File: src/rtl/calc_pkg.sv
`default_nettype none
// ============================================================================
// Module   : calc_pkg
// Brief    : Shared widths, op encodings, FSM state encoding and result helpers
//            for calculator_core.
// Revision : 1.0 - initial release
// ============================================================================
package calc_pkg;

    localparam int OPW  = 16;
    localparam int RESW = 32;
    localparam int ITER = 16;
    localparam int CNTW = 5;

    localparam logic [1:0] c_OP_ADD = 2'b00;
    localparam logic [1:0] c_OP_SUB = 2'b01;
    localparam logic [1:0] c_OP_MUL = 2'b10;
    localparam logic [1:0] c_OP_DIV = 2'b11;

    localparam logic [1:0] c_ST_IDLE = 2'd0;
    localparam logic [1:0] c_ST_CALC = 2'd1;
    localparam logic [1:0] c_ST_DONE = 2'd2;

    function automatic logic [RESW-1:0] add_zext(input logic [OPW-1:0] a,
                                                 input logic [OPW-1:0] b);
        logic [OPW:0] s;
        s = {1'b0, a} + {1'b0, b};
        return {{(RESW-OPW-1){1'b0}}, s};
    endfunction

    // Bit OPW of the 17-bit difference is the borrow, i.e. the sign.
    function automatic logic [RESW-1:0] sub_sext(input logic [OPW-1:0] a,
                                                 input logic [OPW-1:0] b);
        logic [OPW:0] d;
        d = {1'b0, a} - {1'b0, b};
        return {{(RESW-OPW-1){d[OPW]}}, d};
    endfunction

endpackage : calc_pkg
`default_nettype wire

File: src/rtl/calc_muldiv_seq.sv
`default_nettype none
// ============================================================================
// Module   : calc_muldiv_seq
// Brief    : Iterative shift-add multiplier and (with CALC_DIV_EN) restoring
//            divider, one bit per cycle over ITER cycles.
// Revision : 1.0 - initial release
// ============================================================================
module calc_muldiv_seq
    import calc_pkg::*;
(
    input  logic            clk,
    input  logic            rst,
    input  logic            start,
    input  logic            mode,
    input  logic [OPW-1:0]  op_a,
    input  logic [OPW-1:0]  op_b,
    output logic [CNTW-1:0] count,
    output logic [RESW-1:0] result,
    output logic            last
);

    logic            r_run;
    logic [CNTW-1:0] r_count;
    logic [RESW-1:0] r_acc;
    logic [RESW-1:0] r_mcand;
    logic [OPW-1:0]  r_mplier;
    logic [RESW-1:0] w_acc_next;
    logic            w_go;

    // result is the value after the step taken at the coming edge, so the
    // owner can capture it on the same edge that last is high.
    assign w_acc_next = r_mplier[0] ? (r_acc + r_mcand) : r_acc;
    assign last       = r_run && (r_count == CNTW'(ITER - 1));
    assign count      = r_count;

`ifdef CALC_DIV_EN
    logic           r_mode;
    logic [OPW-1:0] r_rem;
    logic [OPW-1:0] r_quo;
    logic [OPW-1:0] r_div;
    logic [OPW:0]   w_shift;
    logic [OPW+1:0] w_diff;
    logic           w_fit;
    logic [OPW-1:0] w_rem_next;
    logic [OPW-1:0] w_quo_next;
    logic           w_unused_diff;

    assign w_go          = start;
    assign w_shift       = {r_rem, r_quo[OPW-1]};
    assign w_diff        = {1'b0, w_shift} - {2'b00, r_div};
    assign w_fit         = ~w_diff[OPW+1];
    assign w_rem_next    = w_fit ? w_diff[OPW-1:0] : w_shift[OPW-1:0];
    assign w_quo_next    = {r_quo[OPW-2:0], w_fit};
    assign w_unused_diff = w_diff[OPW];
    assign result        = r_mode ? {w_rem_next, w_quo_next} : w_acc_next;

    always_ff @(posedge clk) begin
        if (rst) begin
            r_mode <= 1'b0;
            r_rem  <= '0;
            r_quo  <= '0;
            r_div  <= '0;
        end else if (w_go) begin
            r_mode <= mode;
            r_rem  <= '0;
            r_quo  <= op_a;
            r_div  <= op_b;
        end else if (r_run) begin
            r_rem  <= w_rem_next;
            r_quo  <= w_quo_next;
        end
    end
`else
    assign w_go   = start & ~mode;
    assign result = w_acc_next;
`endif

    always_ff @(posedge clk) begin
        if (rst) begin
            r_run    <= 1'b0;
            r_count  <= '0;
            r_acc    <= '0;
            r_mcand  <= '0;
            r_mplier <= '0;
        end else if (w_go) begin
            r_run    <= 1'b1;
            r_count  <= '0;
            r_acc    <= '0;
            r_mcand  <= {{(RESW-OPW){1'b0}}, op_a};
            r_mplier <= op_b;
        end else if (r_run) begin
            r_acc    <= w_acc_next;
            r_mcand  <= r_mcand << 1;
            r_mplier <= r_mplier >> 1;
            if (last) begin
                r_run   <= 1'b0;
                r_count <= '0;
            end else begin
                r_count <= r_count + CNTW'(1);
            end
        end
    end

endmodule : calc_muldiv_seq
`default_nettype wire

File: src/rtl/calculator_core.sv
`default_nettype none
// ============================================================================
// Module   : calculator_core
// Brief    : 16-bit add/sub/mul/div calculator with registered 32-bit result.
//            Divider built only when CALC_DIV_EN is defined.
// Revision : 1.0 - initial release
// ============================================================================
module calculator_core
    import calc_pkg::*;
(
    input  logic            clk,
    input  logic            rst,
    input  logic            start,
    input  logic [1:0]      op,
    input  logic [OPW-1:0]  op_a,
    input  logic [OPW-1:0]  op_b,
    output logic [RESW-1:0] cal_result,
    output logic            done,
    output logic            busy,
    output logic            err
);

    logic [1:0]      r_state;
    logic [1:0]      r_op;
    logic [OPW-1:0]  r_a;
    logic [OPW-1:0]  r_b;
    logic            w_md_start;
    logic            w_md_last;
    logic [RESW-1:0] w_md_result;
    logic [CNTW-1:0] w_unused_md_count;

    // Operands go to the sequencer straight from the ports on the accept edge.
    assign w_md_start = (r_state == c_ST_IDLE) && start && op[1];

    calc_muldiv_seq u_muldiv (
        .clk    (clk),
        .rst    (rst),
        .start  (w_md_start),
        .mode   (op[0]),
        .op_a   (op_a),
        .op_b   (op_b),
        .count  (w_unused_md_count),
        .result (w_md_result),
        .last   (w_md_last)
    );

    always_ff @(posedge clk) begin
        if (rst) begin
            r_state    <= c_ST_IDLE;
            r_op       <= c_OP_ADD;
            r_a        <= '0;
            r_b        <= '0;
            cal_result <= '0;
            done       <= 1'b0;
            busy       <= 1'b0;
            err        <= 1'b0;
        end else begin
            done <= 1'b0;
            case (r_state)
                c_ST_IDLE: begin
                    if (start) begin
                        r_op    <= op;
                        r_a     <= op_a;
                        r_b     <= op_b;
                        err     <= 1'b0;
                        busy    <= 1'b1;
                        r_state <= c_ST_CALC;
                    end
                end
                c_ST_CALC: begin
                    case (r_op)
                        c_OP_ADD: begin
                            cal_result <= add_zext(r_a, r_b);
                            done       <= 1'b1;
                            busy       <= 1'b0;
                            r_state    <= c_ST_DONE;
                        end
                        c_OP_SUB: begin
                            cal_result <= sub_sext(r_a, r_b);
                            done       <= 1'b1;
                            busy       <= 1'b0;
                            r_state    <= c_ST_DONE;
                        end
                        c_OP_MUL: begin
                            if (w_md_last) begin
                                cal_result <= w_md_result;
                                done       <= 1'b1;
                                busy       <= 1'b0;
                                r_state    <= c_ST_DONE;
                            end
                        end
                        default: begin
`ifdef CALC_DIV_EN
                            if (w_md_last) begin
                                cal_result <= (r_b == '0) ? '1 : w_md_result;
                                err        <= (r_b == '0);
                                done       <= 1'b1;
                                busy       <= 1'b0;
                                r_state    <= c_ST_DONE;
                            end
`else
                            cal_result <= '0;
                            err        <= 1'b1;
                            done       <= 1'b1;
                            busy       <= 1'b0;
                            r_state    <= c_ST_DONE;
`endif
                        end
                    endcase
                end
                c_ST_DONE: r_state <= c_ST_IDLE;
                default:   r_state <= c_ST_IDLE;
            endcase
        end
    end

endmodule : calculator_core
`default_nettype wire

File: config.mk
export PLATFORM = sky130hd
export DESIGN_NAME = calculator_core
export DESIGN_NICKNAME = d
export VERILOG_FILES = /design/src/rtl/calc_pkg.sv /design/src/rtl/calc_muldiv_seq.sv /design/src/rtl/calculator_core.sv
export SDC_FILE = /design/constraint.sdc
export NUM_CORES = 1
export LEC_CHECK = 0
export BUFFER_PORTS_ARGS = -buffer_cell sky130_fd_sc_hd__buf_4
export CAP_MARGIN = 10
export CORE_ASPECT_RATIO = 0.9
export CORE_MARGIN = 1.5
export CORE_UTILIZATION = 48
export CTS_BUF_LIST = sky130_fd_sc_hd__clkbuf_8
export DETAILED_ROUTE_END_ITERATION = 8
export GPL_TIMING_DRIVEN = 0
export HOLD_SLACK_MARGIN = 0.08
export PLACE_DENSITY = 0.66
export SLEW_MARGIN = 20
export SYNTH_ARGS = -nofsm -noshare
export SYNTH_HDL_FRONTEND = slang
export SYNTH_SLANG_ARGS = --single-unit
File: constraint.sdc
create_clock -name clk -period 3.6 [get_ports clk]
set_input_delay 0.72 -clock clk [delete_from_list [all_inputs] [get_ports clk]]
set_output_delay 0.72 -clock clk [all_outputs]
set_load 0.03 [all_outputs]
==> metrics.yaml <==
run_status:
  outcome: "complete, no violations"
power:
  p_seq_frac: 0.473
  switching_power_uw: 1320
  leakage_uw: 0.00420
  p_sw_frac: 0.333
  pwr_density_cell_nw_per_um2: 373
  p_int_uw: 2650
  max-vdd-ir-drop_uv: 247
  pwr-share-comb: 0.187
  clkPwrFrac: 0.340
worst_setup_path:
  max_stage_delay_ps: 430
  path_cells: "inv_1 > ha_1 > fa_1 > nor2b_1 > o21ai_1 > a21o_1 > a21oi_1 > o21ai_0 > a21oi_1 > or3b_1 > clkbuf_1 > a21o_1 > o21ai_0"
  crit_path_top_delay_cell: "dfxtp_1"
  worst-path-buf-inv: 2
  arrival_ps: 3550
  endpoint_kind: "register"
  cp.required_ps: 3950
  worstSetupPathType: "reg -> reg"
  critical-path-top-delay-family: "compound AO/OA/AOI/OAI gates"
  worstPathMaxFanout: 8
  crit_path_start_kind: "register"
route:
  dr.first_iter.drc_count: 924
  drtAntennaViolNets: 0
  routed_wl_um: 30000
  firstDrtPassIters: 5
  wire_per_inst_um: 19.5
  num_vias: 8989
  via_per_inst: 5.84
  drc: 0
yosys:
  synthTopCellsByArea: "dfxtp_1 33%, ha_1 8.5%, a21oi_1 7.0%"
  synth-async-reset-ratio: 0
  synth_top_cell_by_area: "dfxtp_1"
  yosys_warnings: 0
  syn_nets: 1291
  ys_seq_area_frac: 0.333
  synth_area_sq_um: 9440
  syn_inst: 1187
  ys_seq_elements: 157
  synthFlopType: "dfxtp_1"
  avgSynthCellArea_sq_um: 7.95
  synth_edf_count: 0
  yosysUniqueCellTypes: 70
  synth.top_cell.area_share: 0.333
grt:
  grtUsageTotal: 0.296
  first_global_vias: 8105
  grt_overflow: 0
  grt_max_degree: 17
  grt_pass1_wl_um: 46000
  antenna_found_initial: 0
clocking:
  numCtsBuffers: 17
  h-tree-depth: 4
  post-cts-setup-buffers: 0
  cts_resized: 0
  ctsRootBufferMaster: "clkbuf_8"
  cts_tree: "done"
  cts.sinks: 157
  cts_buffer_depth: 2
  clk_pin_slew_ps: 100
  clock_latency_ps: 470
  hold_buffers: 0
timing:
  drv_slew: 0
  rsz0062_at_grt: "no"
  finalHoldViolCount: 0
  fin_ws_ps: 399
  slew_headroom: 0.388
  fmax_mhz: 312
  final.setup.tns_ps: 0
  fin_crit_ps: 3200
  finalCritPeriodShare: 0.889
  skew_ps: 11.3
  tightest_slew_ps: 918
  setup_viol: 0
floorplanning:
  die_h_um: 136
  io_pins: 72
  die_w_um: 151
  start_util: 0.491
  die_area_sq_um: 20500
  coreArea_sq_um: 19200
  row_count: 48
cells_and_area:
  layout-area-overhead-vs-synth_pct: 13.1
  mostFrequentLayoutCells: "157 x dfxtp_1, 156 x nand2_1, 133 x nor2_1, 132 x a21oi_1, 71 x buf_4"
  fillCellCount: 1904
  multi_input_area_sq_um: 5840
  diodes: 0
  drive_above_1_share: 0.104
  fin_area_sq_um: 10700
  final_common_cell: "dfxtp_1"
  seqCellArea_sq_um: 3140
  nNetsFinal: 1381
flow_run:
  drv_cap: 0
placed_design:
  placed_area_sq_um: 10300
  gp_routability_congestion: 0.905
  pre_cts_slack_ps: 472
  place_hpwl_um: 23200
  numPortBuffers: 71
hold_path:
  holdCritPathClass: "reg -> reg"
-- cell usage after synthesis, drive strengths merged (5+ instances only) --
cell / count
xor2: 9
o21a: 7
inv: 47
o31ai: 8
dfxtp: 157
ha: 64
xnor2: 32
a21oi: 133
nor3: 26
nand2: 156
nand2b: 11
nand3: 15
o21bai: 8
and3: 6
buf: 20
o211ai: 5
mux2i: 64
a31oi: 16
a21o: 24
nor2: 135
o21ai: 54
a211oi: 51
nor2b: 8
o221ai: 11
clkbuf: 51
-- final cells by class --
class | instances | area share
sequential | 157 | 0.295
buffer | 71 | 0.0259
clock inverter | 15 | 0.0143
timing repair buffer | 71 | 0.0500
inverter | 47 | 0.0165
clock buffer | 17 | 0.0219
tap | 250 | 0.0293
multi-input combinational | 912 | 0.547
-- logic make-up after synthesis --
logic type / synth area share
XOR/XNOR: 0.0381
AO/OA/AOI/OAI: 0.234
adder cells (fa/ha/maj): 0.0912
multiplexers: 0.0727
buffers and inverters: 0.0480
flip-flops: 0.333
AND/OR/NAND/NOR: 0.183
-- worst paths after layout --
kind | cells past startpoint | from | end | slack [ps]
worst min-delay path | 2 | u_muldiv.count[4] | u_muldiv.count[4] | 440
worst max register to register | 13 | r_a[0] | cal_result[19] | 400
worst max-delay path | 13 | r_a[0] | cal_result[19] | 400
worst min register to register | 2 | u_muldiv.count[4] | u_muldiv.count[4] | 440
-- metrics by stage --
stage | total power (uW) | utilization | hold slack [ps] | cells
3_3_place_gp | 2640 | 0.535 | 418 | 1508
6_report | 3980 | 0.555 | 439 | 1540
3_5_place_dp | 2650 | 0.535 | 425 | 1508
4_1_cts | 3970 | 0.555 | 438 | 1540
5_1_grt | 4130 | 0.555 | 464 | 1540
2_1_floorplan | 2390 | - | 410 | 1187
-- power by group through the flow --
stage,Clock [uW],Combinational (uW),Sequential [uW]
after global routing,1430,810,1890
after CTS,1360,733,1880
after global placement,0,726,1920
after detailed placement,0,727,1920
final,1350,742,1880
after floorplan,0,450,1940
-- routing by layer --
metal | global-route usage | part of all wire | vias to the layer above
met5 | 0 | 0 | -
li1 | - | - | 4374
met3 | 0.0520 | 0.090 | 33
met4 | 0.0680 | 0.015 | 0
met2 | 0.418 | 0.40 | 358
met1 | 0.461 | 0.49 | 4224
-- worst min-delay path, cell delays in order, from the launching register on --
cell and delay, ps:
dfxtp_1 320, inv_1 50, a211oi_1 30
-- flip-flops by register name, summed over array words and instances, names as in the netlist --
name,count
r_op,2
err,1
done,1
u_muldiv.r_mplier,16
r_a,16
u_muldiv.r_run,1
r_b,16
r_state,2
u_muldiv.r_mcand,32
u_muldiv.r_acc,32
u_muldiv.count,5
busy,1
cal_result,32
(Power assumes the default switching activity.)
